`src/rtl/pc_unit.sv`:
```
// Program-counter stage: sequential fetch address with stall, halt/resume,
// redirect, and a circular return-address stack for call/ret.
//
// state   | meaning
// RUN     | PC advances, redirects and RAS operations honoured
// HALTED  | PC and RAS frozen until resume (without halt)
module pc_unit #(
  parameter int unsigned WIDTH        = 16,
  parameter int unsigned STEP         = 2,
  parameter int unsigned RESET_VECTOR = 0,
  parameter int unsigned RAS_DEPTH    = 4
) (
  input  logic             clk,
  input  logic             rst,
  input  logic             stall,
  input  logic             halt,
  input  logic             resume,
  input  logic             redirect,
  input  logic             call,
  input  logic             ret,
  input  logic [WIDTH-1:0] redirect_pc,
  output logic [WIDTH-1:0] pc,
  output logic             halted,
  output logic             ras_empty,
  output logic             ras_full,
  output logic             ras_err
);

  localparam int unsigned PW = $clog2(RAS_DEPTH);
  localparam int unsigned CW = $clog2(RAS_DEPTH + 1);
  localparam logic [PW-1:0] PTR_MAX = PW'(RAS_DEPTH - 1);
  localparam logic [CW-1:0] CNT_MAX = CW'(RAS_DEPTH);

  typedef enum logic {RUN = 1'b0, HALTED = 1'b1} state_t;

  state_t           state_q, state_d;
  logic [WIDTH-1:0] pc_q, pc_d;
  logic [WIDTH-1:0] ras_q [RAS_DEPTH];
  logic [WIDTH-1:0] ras_d [RAS_DEPTH];
  logic [PW-1:0]    wptr_q, wptr_d;
  logic [CW-1:0]    count_q, count_d;
  logic             err_q, err_d;
  logic             empty_q, empty_d;
  logic             full_q, full_d;

  logic [WIDTH-1:0] pc_next_seq;
  logic [PW-1:0]    ptr_inc, ptr_dec;
  logic             active;

  assign pc_next_seq = pc_q + WIDTH'(STEP);
  // Explicit wrap so non-power-of-two depths still behave as a ring.
  assign ptr_inc     = (wptr_q == PTR_MAX) ? '0 : wptr_q + PW'(1);
  assign ptr_dec     = (wptr_q == '0) ? PTR_MAX : wptr_q - PW'(1);
  assign active      = (state_q == RUN) && !halt;

  always_ff @(posedge clk) begin
    if (rst) begin
      state_q <= RUN;
      pc_q    <= WIDTH'(RESET_VECTOR);
      wptr_q  <= '0;
      count_q <= '0;
      err_q   <= 1'b0;
      empty_q <= 1'b1;
      full_q  <= 1'b0;
      for (int i = 0; i < int'(RAS_DEPTH); i++) ras_q[i] <= '0;
    end else begin
      state_q <= state_d;
      pc_q    <= pc_d;
      wptr_q  <= wptr_d;
      count_q <= count_d;
      err_q   <= err_d;
      empty_q <= empty_d;
      full_q  <= full_d;
      ras_q   <= ras_d;
    end
  end

  always_comb begin
    state_d = state_q;
    case (state_q)
      RUN:     if (halt) state_d = HALTED;
      HALTED:  if (resume && !halt) state_d = RUN;
      default: state_d = RUN;
    endcase
  end

  always_comb begin
    pc_d    = pc_q;
    ras_d   = ras_q;
    wptr_d  = wptr_q;
    count_d = count_q;
    err_d   = 1'b0;
    if (active) begin
      if (ret) begin
        if (count_q == '0) begin
          pc_d  = redirect_pc;
          err_d = 1'b1;
        end else begin
          pc_d    = ras_q[ptr_dec];
          wptr_d  = ptr_dec;
          count_d = count_q - CW'(1);
        end
      end else if (call) begin
        // When full, wptr already points at the oldest entry, so the push
        // overwrites it and the count saturates.
        ras_d[wptr_q] = pc_next_seq;
        wptr_d        = ptr_inc;
        pc_d          = redirect_pc;
        if (count_q == CNT_MAX) err_d = 1'b1;
        else count_d = count_q + CW'(1);
      end else if (redirect) begin
        pc_d = redirect_pc;
      end else if (!stall) begin
        pc_d = pc_next_seq;
      end
    end
    empty_d = (count_d == '0);
    full_d  = (count_d == CNT_MAX);
  end

  always_comb begin
    pc        = pc_q;
    halted    = (state_q == HALTED);
    ras_empty = empty_q;
    ras_full  = full_q;
    ras_err   = err_q;
  end

endmodule

```
`config.mk`:
```
export PLATFORM = sky130hd
export DESIGN_NAME = pc_unit
export DESIGN_NICKNAME = d
export VERILOG_FILES = /design/src/rtl/pc_unit.sv
export SDC_FILE = /design/constraint.sdc
export NUM_CORES = 1
export LEC_CHECK = 0
export ABC_AREA = 1
export CAP_MARGIN = 10
export CORE_ASPECT_RATIO = 2
export CORE_MARGIN = 2
export CORE_UTILIZATION = 35
export DETAILED_ROUTE_END_ITERATION = 8
export SETUP_SLACK_MARGIN = 0.15
export SKIP_CTS_REPAIR_TIMING = 1
export SYNTH_ARGS = -nofsm -noshare
export SYNTH_HDL_FRONTEND = slang
export SYNTH_SLANG_ARGS = --single-unit
```
`constraint.sdc`:
```
create_clock -name clk -period 2.2 [get_ports clk]
set_clock_uncertainty 0.15 [all_clocks]
set_input_delay 0.44 -clock clk [delete_from_list [all_inputs] [get_ports clk]]
set_output_delay 0.44 -clock clk [all_outputs]
set_load 0.02 [all_outputs]
```
# [Yosys cells after proc, flatten, opt, wreduce, memory -nomap -nowiden]
# Index checks and enable logic that the tools add are counted.
[word_totals] word_cells=69 out_inout_bits=20 input_bits=24 ff_bits=89
[classes] reduce_logical=12 bitwise=5 n_eq_ne=5 add_sub_neg=5 order_cmp=3 muxes=28
[ops] operator="2-to-1 mux 16 bit" n=8
[ops] operator="bitwise mux 64 bit" n=1
[ops] operator="binary-select mux 16 bit (select 2 bit)" n=1
[ops] operator="demux 16 bit (select 2 bit)" n=1
[ops] operator="adder 16 x 2 -> 16 bit (second input constant)" n=1
[ops] operator="2-to-1 mux 3 bit" n=5
[ops] operator="2-to-1 mux 2 bit" n=5
[ops] operator="== test 3 bit (second input constant)" n=2
[ops] operator=">= comparator 3 bit (second input constant)" n=2
[ops] operator="zero test 3 bit" n=2
[ops] operator="2-to-1 mux 1 bit" n=6
[ops] operator="NOT 2 -> 3 bit" n=2
[ops] operator="AND reduction 3 bit" n=2
[ops] operator="!= test 4 x 1 -> 1 bit (second input constant)" n=1
[ops] operator="adder 3 x 1 -> 3 bit (second input constant)" n=1
[ops] operator="logical AND 1 bit" n=3
[ops] operator="less-than comparator 3 x 1 -> 1 bit (second input constant)" n=1
[ops] operator="NOT 1 bit" n=3
[ops] operator="subtractor 3 x 1 -> 3 bit (second input constant)" n=1
[ops] operator="adder 2 x 1 -> 2 bit (second input constant)" n=1
[ops] operator="== test 2 bit (second input constant)" n=1
[ops] operator="zero test 2 bit" n=1
[ops] operator="!= test 2 bit (second input constant)" n=1
[ops] operator="case mux 1 bit (2 select lines)" n=1
[ops] operator="other kinds (5)" n=5

# [Depth between registers and ports, before layout]
[logic_depth] word_depth=8 depth_mapped=13 ltp_nobuf=11

# [Worst setup path after synthesis]
# No wires, ideal clock.
[synth_path] kind="register -> register" start="register wptr_q[0]" end="register pc_q[3] (netlist: pc[3])" path_stages_with_launch=13 required_time_ns=1.980 period_less_slack_ns=1.870 n_path_buf=3 t_arrival_ns=1.650 setup_time_ns=0.070 path_slack_ns=0.330 path_cell_list="dfxtp_1 -> buf_4 -> inv_1 -> ha_1 -> inv_2 -> nand2_2 -> buf_4 -> buf_6 -> a21oi_1 -> o21ai_0 -> o21ai_0 -> nand2_1 -> a21oi_1"
[synth_between] elab_chain_cells=8 word_cells_on_any_way=9 classes_between="add/sub: 1; mux: 6; bitwise: 1; reduce/logical: 1"
[synth_lines] element="from (decl)" line_no="40" rtl="logic [PW-1:0] wptr_q, wptr_d;"
[synth_lines] element="from (signal assigned)" line_no="69" rtl="wptr_q <= wptr_d;"
[synth_lines] element="subtractor 2 x 1 -> 2 bit / zero test 2 bit (equally long branches)" line_no="53" rtl="assign ptr_dec = (wptr_q == '0) ? PTR_MAX : wptr_q - PW'(1);"
[synth_lines] element="2-to-1 mux 2 bit (*)" line_no="53"
[synth_lines] element="NOT 2 -> 3 bit (implied by the code) (*)" line_no="99" rtl="pc_d = ras_q[ptr_dec];"
[synth_lines] element="binary-select mux 16 bit (select 2 bit) (*)" line_no="99"
[synth_lines] element="2-to-1 mux 16 bit (implied by the code) (*) (2 in a row)" line_no="99"
[synth_lines] element="2-to-1 mux 16 bit (*)" line_no="95" rtl="if (count_q == '0) begin"
[synth_lines] element="2-to-1 mux 16 bit (*)" line_no="94" rtl="if (ret) begin"
[synth_lines] element="to (signal assigned)" line_no="59" rtl="pc_q <= WIDTH'(RESET_VECTOR);"
[synth_lines] element="to (signal assigned)" line_no="68" rtl="pc_q <= pc_d;"
[synth_lines] element="to (decl)" line_no="37" rtl="logic [WIDTH-1:0] pc_q, pc_d;"
# Mark *: on every way between the ends. The rest lies on a longest branch, timed or not. The select of a mux whose other input is x is not followed.
# A chain may end at the register's enable or synchronous reset.

# [Worst setup path after layout]
[layout_path] start="register pc_q[5] (netlist: pc[5])" end="output pc[5]"
[layout_lines] element="to (decl)" line_no="22" rtl="output logic [WIDTH-1:0] pc,"
# No word-level cell between the ends.

==> qor.yml <==
hold_path.startpoint: "ras_q[35]$_SDFFE_PP0P_"
grtUsageMet1_pct: 26.60
max-clock-path-buffers: 2
worst-path-buf-inv: 1
cp.required_ns: 1.61
grt_usage_pct: 19.76
status: "finished, final reports clean"
grt_start_max_net_pins: 51
syn_nets: 747
min_period_ns: 2.020
clkPwrFrac_pct: 38.0
yosysTopAreaCell: "dfxtp_1"
slew_headroom_pct: 80.87
finalHoldViolCount: 0
nFillCells: 1428
seqPwrFrac_pct: 41.4
design.die.area_sq_um: 14980
row_count: 61
drc_errors: 0
grtUsageMet3_pct: 2.701
switching_share_pct: 30.55
p_total_w: 0.004211
crit_slowest_cell: "clkdlybuf4s50_1"
num_vias: 4856
antenna_found_initial: 0
rr_startpoint: "wptr_q[1]$_SDFFE_PP0P_"
peakVddDrop_mv: 0.4204
path_delay_family: "buffers and inverters"
drv_slew: 0
grt_busiest_layer: "met2"
numCtsBuffers: 9
chipWidth_um: 87.56
synthCells: 715
wl_per_cell_um: 15.40
worst-endpoint-arrival_ns: 1.43
start_util_pct: 35.57
viasPerCell: 5.199
crit_fanout: 4
coreArea_sq_um: 13740
yosys_most_used_dff: "dfxtp_1"
hp-class: "register to register"
grt_pass1_wl_um: 23100
die_h_um: 171.1
syn_area_sq_um: 4887
ys_top_cells_by_count: "125 x nand2_1, 99 x inv_1, 89 x dfxtp_1"
cp_cell_sequence: "clkdlybuf4s50_1"
p_sw_w: 0.001287
grt_setup_unrepaired: "yes"
synth_cell_types: 34
syn_area_per_cell_sq_um: 6.835
netlist_top_cells_area: "dfxtp_1 36%, nand2_1 9.6%, nand3_1 8.2%"
comb_power_share_pct: 20.6
drt-pass1-iter-count: 5
setup_viol: 0
first_global_vias: 4560
antenna_cells: 0
use_met2_pct: 32.41
insertion_delay_ns: 0.35
clock-sinks: 89
synth_warnings: 0
clkTransAtPathRegs_ns: 0.07
nets: 804
overflow: 0
cts_tree: "done"
place_congestion: 0.8885
fmax_mhz: 494.9
power_density_nw_per_um2: 699.7
p_leak_nw: 2.884
io_pins: 44
async_reset_ff_share_pct: 0
ys_ff_latch: 89
path_class: "register to output pin"
worst_slew_pin_slew_ns: 0.2859
timing.max_cap.violations: 0
drt_iter0_drc: 280
drtAntennaViolNets: 0
fin_cells: 934
hpwlAfterDp_um: 10210
dp_cells: 912
cp-start-kind: "register"
ys_seq_area_share_pct: 36.46
p_int_w: 0.002925
area_delta_synth_final_pct: 23.14
period_share_pct: 91.84
cts.htree.levels: 3
wl_um: 14390
synth_edf_count: 0
root_buffer: "clkbuf_16"
setup.worst_path.end_class: "output pin"
drive_gt1_share_pct: 11.33
place.port_buffers: 43
netlist.area_leader.share_pct: 36.46
yosysMostFrequentCell: "nand2_1"
crit_path_start: "pc[5]$_SDFFE_PP0P_"
max_stage_delay_ns: 0.64
## per-layer routing
metal,vias up,part of all wire (%)
li1,2449,-
met1,2254,46
met2,136,48
met3,17,4.8
met4,0,1.1
met5,-,0
## registers in the layout, indices dropped and copies added, names as in the netlist
register	count
ras_q	64
pc	16
count_q	3
wptr_q	2
halted	1
ras_empty	1
ras_err	1
ras_full	1
## final cells by class
| cell class | instances | area, sq um | share of cell area (%) |
|---|---|---|---|
| Clock inverter | 6 | 72.57 | 1.206 |
| Tap cell | 157 | 196.4 | 3.264 |
| Timing Repair Buffer | 84 | 823.3 | 13.68 |
| Inverter | 109 | 442.9 | 7.360 |
| Multi-Input combinational cell | 479 | 2471 | 41.06 |
| Clock buffer | 10 | 229.0 | 3.805 |
| Sequential cell | 89 | 1783 | 29.63 |
## final timing paths
check                                               to  slack, ns  cells after the start
worst max-delay path                             pc[5]       0.18                      1
worst max register to register     pc[11]$_SDFFE_PP0P_       0.29                     12
worst min-delay path            ras_q[35]$_SDFFE_PP0P_       0.30                      2
worst min register to register  ras_q[35]$_SDFFE_PP0P_       0.30                      2
## cells in the final DEF, fill, tap and decap left out, types with 24 or more instances in the layout
cell type / n
dfxtp_1: 88
clkdlybuf4s50_1: 34
nor2_1: 50
nand2_1: 125
a21oi_1: 64
o21ai_0: 72
nand3_1: 80
o21a_1: 24
inv_1: 94
buf_4: 33
## power groups by stage
stage,Combinational [W],Sequential (W),Clock [W]
2_1_floorplan,0.000478,0.00180,0
3_3_place_gp,0.000836,0.00178,0
3_5_place_dp,0.000843,0.00178,0
4_1_cts,0.000846,0.00174,0.00162
5_1_grt,0.000956,0.00175,0.00170
6_report,0.000868,0.00174,0.00160
## per-stage QoR
| stage | hold slack (ns) | cell area [sq um] | util (%) | TNS, ns | setup WS (ns) |
|---|---|---|---|---|---|
| after global placement | 0.2901 | 5602 | 40.77 | -0.1040 | -0.04440 |
| final | 0.3042 | 6018 | 43.81 | 0 | 0.1796 |
| after CTS | 0.3063 | 5903 | 42.97 | 0 | 0.04580 |
| after global routing | 0.3313 | 6018 | 43.81 | 0 | 0.1184 |
| after detailed placement | 0.2970 | 5602 | 40.77 | -0.4294 | -0.06061 |
| after floorplan | 0.2767 | 4887 | - | 0 | 0.3297 |
## kinds of logic after synthesis
logic type      after synthesis  share of synthesized area [%]
compound gates              189                          21.81
xor+xnor                      4                         0.7170
fa+ha+maj                     8                          2.048
buf+inv                     147                          13.39
flops                        89                          36.46
simple gates                278                          25.58
Power figures use the tool's default switching activity.
